### config.mk
export PLATFORM = sky130hd
export DESIGN_NAME = prog_loader
export DESIGN_NICKNAME = d
export VERILOG_FILES = /design/src/rtl/prog_loader.sv
export SDC_FILE = /design/constraint.sdc
export NUM_CORES = 1
export LEC_CHECK = 0
export BUFFER_PORTS_ARGS = -buffer_cell sky130_fd_sc_hd__buf_2
export CAP_MARGIN = 5
export CORE_MARGIN = 2
export CORE_UTILIZATION = 45
export DETAILED_ROUTE_END_ITERATION = 8
export PLACE_DENSITY = 0.85
export SYNTH_ARGS = -nofsm -noshare
export SYNTH_HDL_FRONTEND = slang
export SYNTH_SLANG_ARGS = --single-unit
### constraint.sdc
create_clock -name clk -period 4.9 [get_ports clk]
set_input_delay 0.245 -clock clk [delete_from_list [all_inputs] [get_ports clk]]
set_output_delay 0.245 -clock clk [all_outputs]
set_load 0.02 [all_outputs]
### src/rtl/prog_loader.sv
// rtl/prog_loader.sv - serial program loader: shifts a bit stream into the instruction register and writes words to program memory
module prog_loader #(
    parameter int ADDR_W = 8
) (
    input  logic              clk,
    input  logic              resetb,
    input  logic              load_req_i,
    input  logic              bit_i,
    input  logic              bit_valid_i,
    input  logic              load_end_i,
    output logic              sr_in_o,
    output logic              sr_en_o,
    input  logic [15:0]       sr_word_i,
    output logic              mem_we_o,
    output logic [ADDR_W-1:0] mem_addr_o,
    output logic [15:0]       mem_wdata_o,
    input  logic              mem_ack_i,
    output logic              cpu_hold_o,
    output logic              busy_o,
    output logic              done_o,
    output logic              err_o,
    output logic [ADDR_W:0]   word_count_o
);

    localparam logic [1:0] S_IDLE  = 2'd0;
    localparam logic [1:0] S_LOAD  = 2'd1;
    localparam logic [1:0] S_WRITE = 2'd2;
    localparam logic [1:0] S_DONE  = 2'd3;

    localparam logic [ADDR_W-1:0] ADDR_MAX = {ADDR_W{1'b1}};
    localparam logic [ADDR_W:0]   WC_MAX   = {1'b1, {ADDR_W{1'b0}}};

    logic [1:0]        state;
    logic [3:0]        bit_cnt;
    logic [ADDR_W-1:0] addr;
    logic [ADDR_W:0]   word_count;
    logic              err;
    logic              end_pend;

    always_ff @(posedge clk or negedge resetb) begin
        if (!resetb) begin
            state      <= S_IDLE;
            bit_cnt    <= 4'd0;
            addr       <= '0;
            word_count <= '0;
            err        <= 1'b0;
            end_pend   <= 1'b0;
        end else begin
            case (state)
                S_IDLE, S_DONE: begin
                    if (load_req_i) begin
                        state      <= S_LOAD;
                        bit_cnt    <= 4'd0;
                        addr       <= '0;
                        word_count <= '0;
                        err        <= 1'b0;
                        end_pend   <= 1'b0;
                    end
                end
                S_LOAD: begin
                    // A bit arriving with load_end_i is consumed before the end is judged
                    if (bit_valid_i) begin
                        bit_cnt <= bit_cnt + 4'd1;
                        if (bit_cnt == 4'd15) begin
                            state <= S_WRITE;
                            if (load_end_i) end_pend <= 1'b1;
                        end else if (load_end_i) begin
                            err   <= 1'b1;
                            state <= S_DONE;
                        end
                    end else if (load_end_i) begin
                        state <= S_DONE;
                        if (bit_cnt != 4'd0) err <= 1'b1;
                    end
                end
                S_WRITE: begin
                    if (bit_valid_i) err <= 1'b1;
                    if (load_end_i) end_pend <= 1'b1;
                    if (mem_ack_i) begin
                        // The last address is held so a full memory never wraps onto word 0
                        if (addr != ADDR_MAX) addr <= addr + ADDR_W'(1);
                        if (word_count != WC_MAX) word_count <= word_count + (ADDR_W+1)'(1);
                        if (end_pend || load_end_i || addr == ADDR_MAX) state <= S_DONE;
                        else                                            state <= S_LOAD;
                    end
                end
                default: state <= S_IDLE;
            endcase
        end
    end

    assign sr_in_o      = bit_i;
    assign sr_en_o      = (state == S_LOAD) && bit_valid_i;
    assign mem_we_o     = (state == S_WRITE);
    assign mem_addr_o   = addr;
    assign mem_wdata_o  = sr_word_i;
    assign busy_o       = (state == S_LOAD) || (state == S_WRITE);
    assign cpu_hold_o   = busy_o;
    assign done_o       = (state == S_DONE);
    assign err_o        = err;
    assign word_count_o = word_count;

endmodule

==> parameters.txt, run 1 <==
Parameter                              Value

Yosys
  Most instantiated flip-flop cell in the synthesis netlist    dfrtp_1
  Combinational family with the most area after synthesis    simple AND/OR/NAND/NOR gates
  Syn_area_per_cell    9.11 um2
  Number of synthesis warnings    0
  Multiplexer share of the synthesized area    ~5.2%
  Area share of the leading cell type in the synthesized netlist    a little over a third
  Adder and majority cell fraction of the synthesized area    around 5.7%
  Post-Syn Nets    223
  Largest cells by area after synthesis    dfrtp_1, buf_4, ha_1
  Synthesized flop and latch total    25
  Synthesized cell area    0.00175 mm2
  Parity-gate share of the synthesized area counting xor and xnor cells    0%
  Post-synthesis sequential area ratio    approximately 36%
  Compound-Gate Fraction of Synth Area    ~20%
  Post-synth EDFFs    0
  Unique masters post-synth    42
  Synth Area in Simple Gates    between 20% and 30%
  Most area-hungry cell type in the Yosys netlist    dfrtp_1
  Number of instances in the synthesized netlist    about 190
  Share of synthesized registers carrying an async set or reset    100%

Worst setup path
  Capturing element of the worst setup path    word_count_o[1]$_DFFE_PN0P_
  Largest fanout on the critical path    15
  Worst setup path category    register to register
  Category of the worst setup path capture point    register
  Source of the worst register-to-register timing path    state[0]$_DFFE_PN0P_
  Reg-to-reg critical path endpoint    word_count_o[1]$_DFFE_PN0P_
  Beginning of the critical path    state[0]$_DFFE_PN0P_
  Worst r2r path cells    6
  Setup slack of the worst register-to-register path    about 2600 ps
  Arrival time reported for the critical path endpoint    approximately 2500 ps
  Startpoint type of the worst setup path    register
  Required @ worst endpoint    roughly 5100 ps

STA
  Setup TNS    0 ps
  Maximum operating frequency    about 440 MHz
  Setup slack after layout    ~2600 ps
  Final critical delay including setup and external delays    ~2300 ps
  Hold violation count in the final report    0
  Setup-failing EPs final    0
  Number of pins with negative max-slew slack in the final report    0
  Slew at the pin closest to its max-slew limit    600 ps
  Period utilization    46.5%
  Worst clock skew    1.15 ps
  RSZ-0062 raised after global routing    no
  Slew headroom    around 60%

Layout
  Final design area excluding fillers    roughly 0.0018 mm2
  Synth-to-Final Area Change    4.94%
  Antenna fix cells    0
  Most frequent cells in the layout    buf_2, dfrtp_1, nand2_1, o21ai_0, nand3_1
  Commonest non-fill, non-tap cell in the layout    buf_2
  Final net count    approximately 230
  Share of layout cells above drive strength 1    19.0%

Floorplanning
  Starting utilization of the core area    47.4%
  Die footprint    approximately 0.0044 mm2
  Floorplan die height    roughly 66 um
  Site row count    22
  Number of primary I/O pins    63
  Overall die width    66.3 um
  Standard cell core area    0.00369 mm2

Run
  Maxcap violations    0

Place
  Final RePlAce weighted congestion    0.879
  Area of placed instances    about 0.0018 mm2
  Hpwl dp    2550 um
  Post-placement setup slack    ~2700 ps
  Port bufs    28

Power
  Standby leakage power    roughly 0.85 nW
  PD cells    between 400 and 500 mW/mm2
  Maximum vdd drop    248 uV

Detailed routing
  Count of TritonRoute iterations in the first routing pass    4
  Wire per inst    between 10 and 15 um
  Antenna-violating nets left    0
  Post-detailed-route DRC marker count    0
  Total wire length after detailed routing    3520 um
  Via/cell ratio    approximately 5.8
  Vias    approximately 1,400
  Initial drt markers    between 100 and 150

Outcome
  Result of the run    completed

Global route
  Met1 Use GR    25.2%
  Number of antenna violations at the first check in global routing    0
  Number of global-route vias before repair    between 1,000 and 1,500
  Fraction of met2 tracks used by global routing    ~28%
  Pin count of the biggest net entering global routing    26
  Met3 global-route usage    2.39%
  First-pass GRT wire length    between 6000 and 7000 um
  GRT Max-Usage Layer    met2
  Global-route usage over all layers    about 18%
  Grt total ovfl    0

Clocking
  Cell chosen for the clock root    clkbuf_8
  Post-CTS Resized    0
  Number of sinks on the clock net    25
  CTS tree    yes
  TritonCTS Buffers    3
  Clock slew seen by the registers of the worst setup and hold paths    90 ps
  Maximum root-to-sink buffer count    2
  Clock latency reported for the late side of the worst-skew pair    ~260 ps
  Clock H-tree levels    1

Min path
  Tightest Hold Check Type    primary input to register
[report_power, final]
part	total, W	switching (W)	leakage, nW	internal, W
clock	0.000122	0.0000644	0.0228	0.0000581
sequential	0.000272	0.0000331	0.334	0.000239
combinational	0.000464	0.000292	0.490	0.000172
total	0.000858	0.000390	0.847	0.000469
[worst min path at each step]
stage                    start                      to  slack [ps]  cells after the start
global route        load_req_i  bit_cnt[2]$_DFFE_PN0P_         340                      3
CTS                 load_req_i  bit_cnt[2]$_DFFE_PN0P_         300                      3
floorplan               resetb  bit_cnt[0]$_DFFE_PN0P_         -50                      0
global placement        resetb  bit_cnt[1]$_DFFE_PN0P_         270                      1
finish              load_req_i  bit_cnt[2]$_DFFE_PN0P_         310                      3
detailed placement      resetb  bit_cnt[1]$_DFFE_PN0P_         270                      1
[cells in the mapped netlist (2+ instances only)]
cell type / instances
a21oi_1: 6
nand2_1: 20
o41ai_1: 2
clkbuf_1: 3
nand3_1: 13
nand2b_1: 6
nor2_1: 6
mux2i_1: 9
buf_2: 3
o21ai_0: 16
inv_1: 8
or4_1: 2
ha_1: 8
and3_1: 2
nor4_1: 3
a21boi_0: 3
a22o_1: 2
dfrtp_1: 25
buf_4: 19
nand4_1: 6
nor2b_1: 3
and2_1: 2
o31ai_1: 6
[metal layers]
layer  wire [um]  part of all wire, %
met3         221                  6.3
met4          44                  1.2
met5           0                    0
met1        1690                   48
met2        1570                   45
[layout make-up]
cell class / count / area (um2)
fill: 353 / 1850
multi-input combinational: 133 / 921
sequential: 25 / 626
timing repair buffer: 29 / 150
tap: 48 / 60.1
clock buffer: 4 / 45.0
inverter: 9 / 33.8
[logic make-up after synthesis]
family,Yosys count
simple gates,70
compound gates,46
buf+inv,34
flops,25
mux,9
fa+ha+maj,8
[flip-flops by register name (all words and copies together), names as in the netlist]
register / cells
bit_cnt: 4
end_pend: 1
err_o: 1
mem_addr_o: 8
state: 2
word_count_o: 9
[critical path, cell delays in order (launching register included)]
cell,delay [ps]
dfrtp_1,420
inv_1,70
ha_1,530
inv_2,240
or3_4,430
o41ai_4,300
mux2i_1,220
[through the flow]
| stage | utilization, % | hold WS (ps) | instances | total power [W] |
|---|---|---|---|---|
| after global placement | 48.3 | 267 | 243 | 0.000725 |
| after CTS | 49.8 | 302 | 248 | 0.000860 |
| after floorplan | - | -50.6 | 192 | 0.000665 |
| final | 49.8 | 312 | 248 | 0.000858 |
| after global routing | 49.8 | 342 | 248 | 0.000928 |
| after detailed placement | 48.3 | 273 | 243 | 0.000736 |
[repair_timing]
item | 4_1_cts | 5_1_grt
buffers inserted | 0 | 0
hold buffers | 1 | 0
endpoints found under the hold margin | 25 | 0
Power figures use the tool's default switching activity.
==> inputs of run 2 (changes only) <==
Settings changed: ABC_AREA set to 1, PLACE_DENSITY 0.85 to 0.84.
Clock period 4.9 ns to 2.4 ns, I/O delays scaled along.
==> run 2 against run 1 <==
Total power up 92%. Cell count up 29%. Utilization up 0.68 points. Flip-flop and latch count unchanged. Design area up 2.1%. Sequential power up 110%. Highest routed layer unchanged. Largest power group unchanged. Synthesized cell count up 35%. Combinational power up 81%. First-iteration DRC count down 48%. Via count up 11%. Fmax up 23%. Non-clock buffer count up 2.
==> parameters.txt, run 2 <==
Parameter                              Value

Layout
  Commonest non-fill, non-tap cell in the layout    nand2_1
  Utilization of the core after routing    50.4% (+0.68 points)
  Antenna fix cells    0 (unchanged)
  Synth-to-Final Area Change    5.64%
  Final net count    303 (+31%)
  Share of layout cells above drive strength 1    13.7% (-5.3 points)
  Most frequent cells in the layout    nand2_1, inv_1, buf_2, nor2_1, dfrtp_1
  Final design area excluding fillers    0.00187 mm2 (+2.1%)
  Number of flip-flops in the largest register    9 (unchanged)
  Number of filler cells placed in the layout    378 (+7.1%)

Floorplanning
  Starting utilization of the core area    47.7% (+0.32 points)
  Overall die width    66.8 um (+0.67%)
  Die footprint    0.00446 mm2 (+1.3%)
  Floorplan die height    66.8 um (+0.67%)
  Standard cell core area    0.00372 mm2 (+0.75%)
  Site row count    22 (unchanged)
  Number of primary I/O pins    63 (unchanged)

Worst setup path
  Setup slack of the worst register-to-register path    540 ps (-2080 ps)
  Source of the worst register-to-register timing path    state[0]$_DFFE_PN0P_
  Beginning of the critical path    state[0]$_DFFE_PN0P_
  Reg-to-reg critical path endpoint    mem_addr_o[2]$_DFFE_PN0P_
  Category of the worst setup path capture point    register
  Worst r2r path cells    8 (+2)
  Startpoint type of the worst setup path    register
  Capturing element of the worst setup path    mem_addr_o[2]$_DFFE_PN0P_
  Largest fanout on the critical path    11 (-4)
  Worst setup path category    register to register
  Arrival time reported for the critical path endpoint    2040 ps (-430 ps)
  Required @ worst endpoint    2590 ps (-2500 ps)

Yosys
  Most area-hungry cell type in the Yosys netlist    dfrtp_1
  Number of synthesis warnings    0 (unchanged)
  Share of synthesized registers carrying an async set or reset    100% (unchanged)
  Post-synth EDFFs    0 (unchanged)
  Syn_area_per_cell    6.85 um2 (-25%)
  Synthesized flop and latch total    25 (unchanged)
  Most instantiated flip-flop cell in the synthesis netlist    dfrtp_1
  Largest cells by area after synthesis    dfrtp_1, nand2_1, buf_4
  Synthesized cell area    0.00177 mm2 (+1.4%)
  Area share of the leading cell type in the synthesized netlist    35.3% (-0.50 points)
  Most common cell in the synthesized netlist    nand2_1
  Post-Syn Nets    290 (+30%)
  Post-synthesis sequential area ratio    35.3% (-0.50 points)
  Number of instances in the synthesized netlist    259 (+35%)
  Most frequent cells after synthesis    nand2_1, inv_1, dfrtp_1, nor2_1, o21ai_0
  Unique masters post-synth    21 (-50%)

STA
  Final critical delay including setup and external delays    1860 ps (-422 ps)
  Period utilization    77.4% (+31 points)
  Number of pins with negative max-slew slack in the final report    0 (unchanged)
  Worst clock skew    1.27 ps (+0.120 ps)
  Maximum operating frequency    538 MHz (+23%)
  Slew at the pin closest to its max-slew limit    553 ps (-47.3 ps)
  Setup slack after layout    541 ps (-2080 ps)
  Hold Slack    212 ps (-99.6 ps)
  Slew headroom    63.1% (+3.2 points)
  Hold violation count in the final report    0 (unchanged)
  RSZ-0062 raised after global routing    no
  Setup TNS    0 ps (unchanged)
  Setup-failing EPs final    0 (unchanged)

Place
  Hpwl dp    2760 um (+7.9%)
  Post-placement setup slack    533 ps (-2120 ps)
  Area of placed instances    0.00182 mm2 (+2.1%)
  Port bufs    28 (unchanged)
  Final RePlAce weighted congestion    0.830 (-5.6%)

Detailed routing
  Count of TritonRoute iterations in the first routing pass    4 (unchanged)
  Initial drt markers    58 (-48%)
  Wire per inst    11.2 um (-21%)
  Post-detailed-route DRC marker count    0 (unchanged)
  Total wire length after detailed routing    3580 um (+1.5%)
  Vias    1,580 (+11%)
  Antenna-violating nets left    0 (unchanged)
  Via/cell ratio    4.95 (-14%)

Run
  Maxcap violations    0 (unchanged)

Clocking
  Post-CTS Resized    0 (unchanged)
  Cell chosen for the clock root    clkbuf_8
  Number of sinks on the clock net    25 (unchanged)
  CTS tree    yes
  Maximum root-to-sink buffer count    2 (unchanged)
  TritonCTS Buffers    3 (unchanged)
  Clock H-tree levels    1 (unchanged)
  Post-CTS Setup Inserts    0 (unchanged)
  Clock slew seen by the registers of the worst setup and hold paths    90 ps (about the same)
  Clock latency reported for the late side of the worst-skew pair    270 ps (about the same)

Global route
  Grt total ovfl    0 (unchanged)
  Number of antenna violations at the first check in global routing    0 (unchanged)
  Pin count of the biggest net entering global routing    26 (unchanged)
  Global-route usage over all layers    18.0% (+0.24 points)
  Number of global-route vias before repair    1,447 (+8.5%)
  First-pass GRT wire length    6270 um (+2.4%)

Min path
  Tightest Hold Check Type    primary input to register

Power
  Standby leakage power    0.980 nW (+16%)
  Maximum vdd drop    533 uV (+120%)
  PD cells    881 mW/mm2 (+88%)

Outcome
  Result of the run    completed
[run 2: logic make-up (layout without fill, tap and decap cells)]
family                     after synthesis  count (layout)  share of synthesized area, %
and+or+nand+nor                        140             140                          32.7
xor gates and xnor gates                 2               2                         0.987
DFF                                     25              25                          35.3
buffers and inverters                   52              64                          15.8
adders and majority gates                8               8                          5.64
AOI/OAI and AO/OA                       32              32                          9.66
[run 2: per-layer routing]
metal | track usage [%] | part of all wire, % | vias to the layer above
li1 | - | - | 829
met1 | 24.6 | 51 | 716
met2 | 27.6 | 44 | 28
met3 | 2.70 | 4.2 | 7
met4 | 9.18 | 1.3 | 0
met5 | 0 | 0 | -
[run 2: final cells by class]
class,count,area (um2),share of cell area (%)
clock inverter,1,5.00,0.267
timing repair buffer,31,165,8.81
inverter,29,109,5.81
multi-input combinational,182,868,46.3
tap,48,60.1,3.20
sequential,25,626,33.4
clock buffer,3,41.3,2.20
[run 2: per-stage QoR]
step | cells | power (W)
2_1_floorplan | 259 | 0.00130
6_report | 319 | 0.00165
5_1_grt | 319 | 0.00181
3_3_place_gp | 314 | 0.00139
4_1_cts | 319 | 0.00166
3_5_place_dp | 314 | 0.00141
[run 2: how the worst min path moves through the flow]
| stage | start | endpoint | slack [ps] | depth (start not counted) |
|---|---|---|---|---|
| 3_3_place_gp | resetb | word_count_o[0]$_DFFE_PN0P_ | 150 | 1 |
| 2_1_floorplan | resetb | bit_cnt[0]$_DFFE_PN0P_ | -180 | 0 |
| 4_1_cts | mem_ack_i | state[1]$_DFFE_PN0P_ | 200 | 5 |
| 6_report | mem_ack_i | state[1]$_DFFE_PN0P_ | 210 | 5 |
| 5_1_grt | sr_word_i[1] | mem_wdata_o[1] | 240 | 0 |
| 3_5_place_dp | resetb | word_count_o[1]$_DFFE_PN0P_ | 160 | 1 |
[run 2: timing repair]
| action | 4_1_cts | 5_1_grt |
|---|---|---|
| hold endpoints to repair | 25 | 0 |
| setup endpoints to repair | 0 | 0 |
| hold buffers | 1 | 0 |
[run 2: where the power goes]
| part | internal (W) | leakage [nW] | switching, W |
|---|---|---|---|
| sequential | 0.000492 | 0.337 | 0.0000674 |
| combinational | 0.000258 | 0.618 | 0.000580 |
| clock | 0.000116 | 0.0255 | 0.000137 |
| total | 0.000867 | 0.980 | 0.000784 |
[run 2: critical path, cell delays in order, from the launching register on]
cell and delay, ps:
dfrtp_1 380, inv_1 70, ha_1 280, buf_4 190, nand2_1 80, nand2_1 90, nor2_1 190, nand2_1 250
o21ai_0 240
